--- src/rtl/atan_poly_quadrant.sv ---
// -----------------------------------------------------------------------------
// atan_poly_quadrant
//
// Final stage of the CORDIC-free phase estimator. A pre-divided octant ratio
// (min/max of |re|,|im| in Q1.7) is turned into a 10-bit phase using a
// second-order polynomial correction. The octant code then folds the result
// into the full circle.
//
//   a     = r + round(ATAN_C * r * (128 - r) / 2^15)   (128 == pi/4)
//   angle = base(flag) +/- a  (mod 1024, 1024 == 2*pi)
//
// Fixed 4-cycle pipeline with one sample per cycle and no backpressure.
//
// Ports
//   clk           rising-edge clock
//   rst           asynchronous active-high reset (clears every register)
//   val_i         input sample valid
//   ratio_i       Q1.7 unsigned ratio; values above 128 are clamped
//   case_flag_i   octant code aligned with ratio_i
//   angle_o       phase, 1024 == 2*pi; holds while val_o is low
//   val_o         angle_o valid, val_i delayed by 4 cycles
//   sample_cnt_o  number of val_o pulses since reset, saturating at 65535
// -----------------------------------------------------------------------------
module atan_poly_quadrant #(
  parameter int ATAN_C = 89,
  parameter int LAT    = 4
) (
  input  logic        clk,
  input  logic        rst,
  input  logic        val_i,
  input  logic [7:0]  ratio_i,
  input  logic [2:0]  case_flag_i,
  output logic [9:0]  angle_o,
  output logic        val_o,
  output logic [15:0] sample_cnt_o
);

  // The pipeline depth is structural; LAT only documents it.
  if (LAT != 4) begin : g_lat_guard
    $error("atan_poly_quadrant: LAT must be 4");
  end

  logic       vld_p1, vld_p2, vld_p3;
  logic [7:0] r_p1, d_p1, r_p2, a_p3;
  logic [2:0] flag_p1, flag_p2, flag_p3;
  logic [13:0] p_p2;

  // Divider results above 1.0 are out of range; treat them as exactly 1.0.
  function automatic logic [7:0] clamp_ratio(input logic [7:0] x);
    return (x > 8'd128) ? 8'd128 : x;
  endfunction

  // Round-half-up of ATAN_C * p / 2^15. Largest value is 11, so 8 bits suffice.
  function automatic logic [7:0] round_corr(input logic [13:0] p);
    logic [23:0] acc;
    acc = 24'(ATAN_C) * {10'd0, p} + 24'd16384;
    return 8'(acc >> 15);
  endfunction

  // Fold the octant angle into the full circle using 11-bit signed math;
  // dropping the top bit gives the modulo-1024 wrap.
  function automatic logic [9:0] fold_octant(input logic [2:0] flag,
                                             input logic [7:0] a);
    logic signed [10:0] base;
    logic signed [10:0] mag;
    logic               neg;
    base = 11'sd0;
    neg  = 1'b0;
    mag  = signed'({3'b000, a});
    case (flag)
      3'd0: begin base = -11'sd512; neg = 1'b0; end
      3'd1: begin base =  11'sd0;   neg = 1'b0; end
      3'd2: begin base =  11'sd512; neg = 1'b1; end
      3'd3: begin base =  11'sd0;   neg = 1'b1; end
      3'd4: begin base = -11'sd256; neg = 1'b1; end
      3'd5: begin base =  11'sd256; neg = 1'b1; end
      3'd6: begin base =  11'sd256; neg = 1'b0; end
      3'd7: begin base = -11'sd256; neg = 1'b0; end
      default: begin base = 11'sd0; neg = 1'b0; end
    endcase
    return 10'(neg ? (base - mag) : (base + mag));
  endfunction

  function automatic logic [15:0] sat_inc(input logic [15:0] c);
    return (c == 16'hFFFF) ? c : c + 16'd1;
  endfunction

  // Stage 1: clamp the ratio and form its complement
  always_ff @(posedge clk or posedge rst) begin
    if (rst) begin
      vld_p1  <= 1'b0;
      r_p1    <= '0;
      d_p1    <= '0;
      flag_p1 <= '0;
    end else begin
      vld_p1  <= val_i;
      r_p1    <= clamp_ratio(ratio_i);
      d_p1    <= 8'd128 - clamp_ratio(ratio_i);
      flag_p1 <= case_flag_i;
    end
  end

  // Stage 2: product r*(128-r), peak 4096 at r = 64
  always_ff @(posedge clk or posedge rst) begin
    if (rst) begin
      vld_p2  <= 1'b0;
      r_p2    <= '0;
      p_p2    <= '0;
      flag_p2 <= '0;
    end else begin
      vld_p2  <= vld_p1;
      r_p2    <= r_p1;
      p_p2    <= {6'd0, r_p1} * {6'd0, d_p1};
      flag_p2 <= flag_p1;
    end
  end

  // Stage 3: polynomial-corrected octant angle
  always_ff @(posedge clk or posedge rst) begin
    if (rst) begin
      vld_p3  <= 1'b0;
      a_p3    <= '0;
      flag_p3 <= '0;
    end else begin
      vld_p3  <= vld_p2;
      a_p3    <= r_p2 + round_corr(p_p2);
      flag_p3 <= flag_p2;
    end
  end

  // Stage 4: octant fold; output holds between valid samples
  always_ff @(posedge clk or posedge rst) begin
    if (rst) begin
      val_o        <= 1'b0;
      angle_o      <= '0;
      sample_cnt_o <= '0;
    end else begin
      val_o <= vld_p3;
      if (vld_p3) begin
        angle_o <= fold_octant(flag_p3, a_p3);
      end
      if (val_o) begin
        sample_cnt_o <= sat_inc(sample_cnt_o);
      end
    end
  end

endmodule
--- config.mk ---
export PLATFORM = sky130hd
export DESIGN_NAME = atan_poly_quadrant
export DESIGN_NICKNAME = d
export VERILOG_FILES = /design/src/rtl/atan_poly_quadrant.sv
export SDC_FILE = /design/constraint.sdc
export NUM_CORES = 1
export LEC_CHECK = 0
export CAP_MARGIN = 10
export CORE_ASPECT_RATIO = 1.4
export CORE_MARGIN = 5
export CORE_UTILIZATION = 25
export CTS_CLUSTER_SIZE = 40
export DETAILED_ROUTE_END_ITERATION = 8
export HOLD_SLACK_MARGIN = 0.02
export MAX_ROUTING_LAYER = met4
export SETUP_SLACK_MARGIN = 0.4
export SLEW_MARGIN = 15
export SYNTH_ARGS = -nofsm -noshare
export SYNTH_HDL_FRONTEND = slang
export SYNTH_SLANG_ARGS = --single-unit
--- constraint.sdc ---
create_clock -name clk -period 4.7 [get_ports clk]
set_clock_uncertainty 0.1 [all_clocks]
set_input_delay 0.94 -clock clk [delete_from_list [all_inputs] [get_ports clk]]
set_output_delay 0.94 -clock clk [all_outputs]
set_load 0.03 [all_outputs]
==> results.py <==
metrics = {
    "outcome": {
        "status": "finished clean",
    },
    "final_layout": {
        "final_nets": 864,
        "area_growth_pct": 25.2,
        "antenna_cells": 0,
        "multiInputGateArea_um2": 4510,
        "fill_cells": 2629,
        "fin_cells": 1030,
        "finish.utilization": 0.317,
        "regArea_um2": 2100,
        "drive_gt1_frac": 0.164,
    },
    "floorplan": {
        "initial_core_util": 0.253,
        "fp.dieH_um": 202,
        "num_io_pins": 41,
        "die_area_um2": 29700,
        "core-area_um2": 26000,
        "rows": 70,
        "fp.dieW_um": 147,
    },
    "yosys": {
        "yosysUniqueCellTypes": 52,
        "synth-edff-count": 0,
        "syn_area_um2": 6580,
        "synthArstFlopShare": 1.00,
        "ys_ff_latch": 83,
        "syn_inst": 625,
        "ys_seq_area_frac": 0.316,
        "synth_ff_type": "dfrtp_1",
        "synthTopCellsByArea": "dfrtp_1 32%, ha_1 17%, fa_1 17%, xnor2_1 5.1%, inv_1 4.8%",
        "synth_warnings": 0,
        "synth.avg_cell_area_um2": 10.5,
        "yosys.area.top_type": "dfrtp_1",
        "syn_nets": 788,
        "synth_top_area_frac": 0.316,
        "yosysMostFrequentCell": "ha_1",
        "synthTopCellsByCount": "92 x ha_1, 84 x inv_1, 83 x dfrtp_1, 57 x fa_1, 45 x nand2_1",
    },
    "setup_path": {
        "arrival_ns": 4.60,
        "path_max_fanout": 3,
        "cp-end-kind": "flip-flop",
        "crit_type": "flip-flop to flip-flop",
        "critPathLaunchType": "flip-flop",
        "cp.required_ns": 4.83,
    },
    "global_route": {
        "antenna_found_initial": 0,
        "grt_max_degree": 64,
        "grt_pass1_vias": 4731,
        "met1_usage": 0.106,
        "grt_overflow_total": 0,
        "grt_util_met3": 0.0206,
        "grt_pass1_wl_um": 22100,
        "grtUsageMet2": 0.162,
        "grt-busiest-layer": "met2",
        "grtUsageTotal": 0.0928,
    },
    "clock_network": {
        "cts_max_level": 3,
        "hold_buffers": 0,
        "clk_pin_slew_ns": 0.07,
        "cts_root_buffer": "clkbuf_16",
        "cts_tree": "built",
        "worstSkewPairLatency_ns": 0.35,
        "cts_buffers": 9,
        "clock_path_buffers": 2,
        "cts.sinks": 83,
    },
    "job": {
        "max-cap-violations": 0,
    },
    "sta": {
        "period_needed_ns": 4.47,
        "finalSetupViolations": 0,
        "relSlewSlack": 0.490,
        "rsz0062_at_grt": "yes",
        "slew_violations": 0,
        "max_slew.worst_pin.slew_ns": 0.766,
        "fmax_mhz": 224,
        "hold_violations": 0,
        "fin_setup_tns_ns": 0,
        "finalCritPeriodShare": 0.951,
    },
    "placed_design": {
        "place_inst": 989,
        "hpwl_um": 9890,
        "io_buffers": 40,
        "globalplace.congestion": 0.785,
    },
    "route": {
        "routedWlPerCell_um": 12.6,
        "vias_per_cell": 4.40,
        "ant_nets": 0,
        "drc": 0,
        "drt_iter0_markers": 157,
        "drtPass1Iterations": 4,
        "vias": 4527,
        "detail_route.wirelength_um": 13000,
    },
    "worst_hold_path": {
        "hp-class": "flip-flop to flip-flop",
    },
}
worst max-delay path, cell delays in order (launching register included):
cell,delay [ns]
dfrtp_2,0.45
ha_4,0.28
inv_2,0.03
fa_1,0.49
inv_1,0.05
fa_1,0.52
ha_4,0.22
ha_4,0.25
a21oi_4,0.15
o22ai_2,0.10
buf_4,0.15
a22oi_2,0.22
nand2_2,0.10
xor2_2,0.17
ha_1,0.29
a21o_1,0.17
a21oi_2,0.18
o21ai_2,0.08
o41ai_2,0.24
xnor2_1,0.11
cell families after synthesis:
group,synth area share
xor+xnor,0.0652
flops,0.316
compound gates,0.0723
fa+ha+maj,0.348
mux,0.00970
buf+inv,0.0508
simple gates,0.138
cell usage in the layout, fill, tap and decap left out, types with 4 or more instances in the layout:
cell,netlist,layout
a21o_1,5,5
a21oi_1,25,20
a21oi_2,1,4
and2_1,38,38
and3_1,4,4
buf_4,0,30
clkbuf_16,0,9
clkdlybuf4s50_1,0,40
dfrtp_1,83,66
dfrtp_2,0,17
fa_1,57,56
ha_1,92,75
ha_4,0,15
inv_1,84,82
nand2_1,45,43
nand2b_1,4,4
nand3_1,8,8
nand4_1,4,4
nor2_1,42,40
nor2b_1,7,7
nor3_1,11,9
o21a_1,4,4
o21ai_0,7,5
xnor2_1,38,36
xor2_1,11,10
area by class of cell:
cell class | instances | area share
Multi-Input combinational cell | 453 | 0.548
Sequential cell | 83 | 0.255
Timing Repair Buffer | 70 | 0.0760
Tap cell | 324 | 0.0492
Inverter | 84 | 0.0386
Clock buffer | 9 | 0.0273
Clock inverter | 7 | 0.00623
through the flow:
| step | hold WS (ns) | cell area, um2 | setup slack [ns] |
|---|---|---|---|
| after global placement | 0.232 | 7430 | 0.117 |
| after CTS | 0.243 | 7960 | 0.241 |
| final | 0.243 | 8240 | 0.229 |
| after global routing | 0.248 | 8240 | 0.0384 |
| after floorplan | 0.231 | 6600 | 0.400 |
| after detailed placement | 0.237 | 7430 | 0.0411 |
worst paths after layout:
check	cells past startpoint	slack [ns]	start	to
min in group asynchronous	2	0.99	rst	sample_cnt_o[8]
min reg2reg	0	0.24	flag_p2[1]	flag_p3[1]
max	19	0.23	p_p2[3]	a_p3[7]
max reg2reg	19	0.23	p_p2[3]	a_p3[7]
min	0	0.24	flag_p2[1]	flag_p3[1]
max in group asynchronous	3	2.70	rst	r_p1[4]
timing repair:
| action | in CTS | in global routing |
|---|---|---|
| pin swaps | 17 | 11 |
| cloned | 0 | 0 |
| endpoints found under the setup margin | 5 | 7 |
| buffers inserted | 11 | 14 |
| resized for setup | 27 | 35 |
metal layers:
layer / up-vias / share of wire
met5: - / 0
met4: 0 / 0.020
met3: 21 / 0.032
met2: 65 / 0.53
met1: 2228 / 0.41
li1: 2213 / -
registers in the layout (all words and copies together) (netlist names), 3 cells and up:
register / cells
flag_p2: 3
r_p2: 8
p_p2: 13
angle_o: 10
flag_p3: 3
a_p3: 8
flag_p1: 3
d_p1: 8
r_p1: 7
sample_cnt_o: 16
Power is not shown: default switching activity piles up to over one toggle a cycle in this logic, so the estimate is an artifact.
==> edit: new RTL, same settings <==
Reset style: synchronous (`rst`), changed in 4 clocked blocks. Comments in the files are not updated.
--- a/src/rtl/atan_poly_quadrant.sv
+++ b/src/rtl/atan_poly_quadrant.sv
@@ -87,5 +87,5 @@
 
   // Stage 1: clamp the ratio and form its complement
-  always_ff @(posedge clk or posedge rst) begin
+  always_ff @(posedge clk) begin
     if (rst) begin
       vld_p1  <= 1'b0;
@@ -102,5 +102,5 @@
 
   // Stage 2: product r*(128-r), peak 4096 at r = 64
-  always_ff @(posedge clk or posedge rst) begin
+  always_ff @(posedge clk) begin
     if (rst) begin
       vld_p2  <= 1'b0;
@@ -117,5 +117,5 @@
 
   // Stage 3: polynomial-corrected octant angle
-  always_ff @(posedge clk or posedge rst) begin
+  always_ff @(posedge clk) begin
     if (rst) begin
       vld_p3  <= 1'b0;
@@ -130,5 +130,5 @@
 
   // Stage 4: octant fold; output holds between valid samples
-  always_ff @(posedge clk or posedge rst) begin
+  always_ff @(posedge clk) begin
     if (rst) begin
       val_o        <= 1'b0;
Function: differs if rst is asserted again (counterexample within 10 cycles, from zero or initial values and one cycle with rst high); with rst held inactive, the same outputs for 10 cycles.
==> edit against the unedited design <==
The run now ends with negative setup slack left. Via count rose by 13%. Maximum frequency fell by 5.7%. Synthesized area rose by 2.4%. First-iteration DRC count fell by 28%. Wire length rose by 8.7%. Design area rose by 4.6%. Sequential cell count did not move. Worst setup slack got worse by 0.27 ns. Global-route usage rose by 0.77 points. Critical endpoint is now a_p3[6]. Largest cell class unchanged.
Power is left out: it rests on default switching activity, and per cell area and clock period it moved more than threefold.
==> edit: results (changes against the unedited design) <==
hold depth=1 (+1); violated checks=negative setup slack; global placement routability congestion=0.8257 (+5.2%); status=complete, but fails checks; Synth Flop Type=dfxtp_1; final-layout fill cell count=2739 (+4.2%); starting DRC count in detailed routing=113 (-28%); register area share after synthesis=0.2466 (-0.06904); routed wl met3=232 µm (-45%); metal1 wirelength=5.956 mm (+11%); Post-synth ARST share=0 (-1.000); Vias/cell=4.392 (about the same); Slew HR=0.3450 (-0.1445); HP Start=flag_p1[1]; distinct cell type count after synthesis=65 (+25%); RR Endpoint=a_p3[6]; RR Startpoint=p_p2[3]; Final WS setup=-0.04085 ns (-0.2694 ns); Worst Reg-to-Reg Cells=17 (-2); Adder-Cell Fraction of Synth Area=0.3402 (-0.008151); Final setup viols=2 (+2); hold endpoint=flag_p2[1]; largest net degree at the start of global routing=58 (-9.4%); DP HPWL=11.35 mm (+15%); most frequent cells after synthesis=92 x ha_1, 89 x inv_1, 83 x dfxtp_1; Max stage delay cell, worst path=or4b_4; XOR/XNOR share of the synthesized area=0.05070 (-0.01453); Worst Path Arrival=4.93 ns (+0.33 ns); WL/cell=12.13 µm (-3.9%); met2 routed WL=7.613 mm (+9.9%); multiplexer share of the synthesized area=0.009099 (-0.0005983); layout cells sized above 1=0.1763 (+0.01194)
edit: cell count changes after synthesis, sizes merged, moves of 9 or more:
cell    unedited run  this run
xnor2             38        15
dfrtp             83         0
nor2b              7        29
xor2              11        24
dfxtp              0        83
a211oi             1        10
nor2              42        54
clkbuf             5        14
edit: cell type report:
cell class | count | area [µm²] | share of cell area
tap | 365 | 456.7 | 0.05302
clock buffer | 9 | 225.2 | 0.02615
timing repair buffer | 79 | 708.2 | 0.08222
multi-input combinational | 533 | 5122 | 0.5947
sequential | 83 | 1705 | 0.1980
clock inverter | 7 | 61.31 | 0.007118
inverter | 89 | 334.1 | 0.03879
edit: stage by stage:
stage / instance area (µm²) / setup TNS (ns) / instances / utilization / hold WS [ns]
detailed placement: 7921 / -0.1977 / 1137 / 0.2962 / 0.3247
global placement: 7921 / -0.02027 / 1137 / 0.2962 / 0.3173
global route: 8613 / -0.6055 / 1165 / 0.3221 / 0.3555
floorplan: 6937 / 0 / 723 / - / 0.3138
finish: 8613 / -0.05118 / 1165 / 0.3221 / 0.3333
CTS: 8388 / -0.04360 / 1160 / 0.3137 / 0.3387
edit: layer usage:
metal | vias to the layer above | GRT usage
met2 | 69 | 0.1798
met4 | 0 | 0.03500
met3 | 27 | 0.009982
li1 | 2580 | -
met5 | - | -
met1 | 2441 | 0.1169
edit: how the worst max path moves through the flow:
stage                       start  endpoint  slack, ns  cells past startpoint
after global routing      p_p2[3]   a_p3[6]      -0.19                     17
final                     p_p2[3]   a_p3[6]      -0.04                     17
after global placement    p_p2[2]   a_p3[7]      -0.02                     16
after CTS                 p_p2[3]   a_p3[6]      -0.04                     19
after floorplan           p_p2[3]   a_p3[6]       0.16                     19
after detailed placement  p_p2[2]   a_p3[7]      -0.12                     16
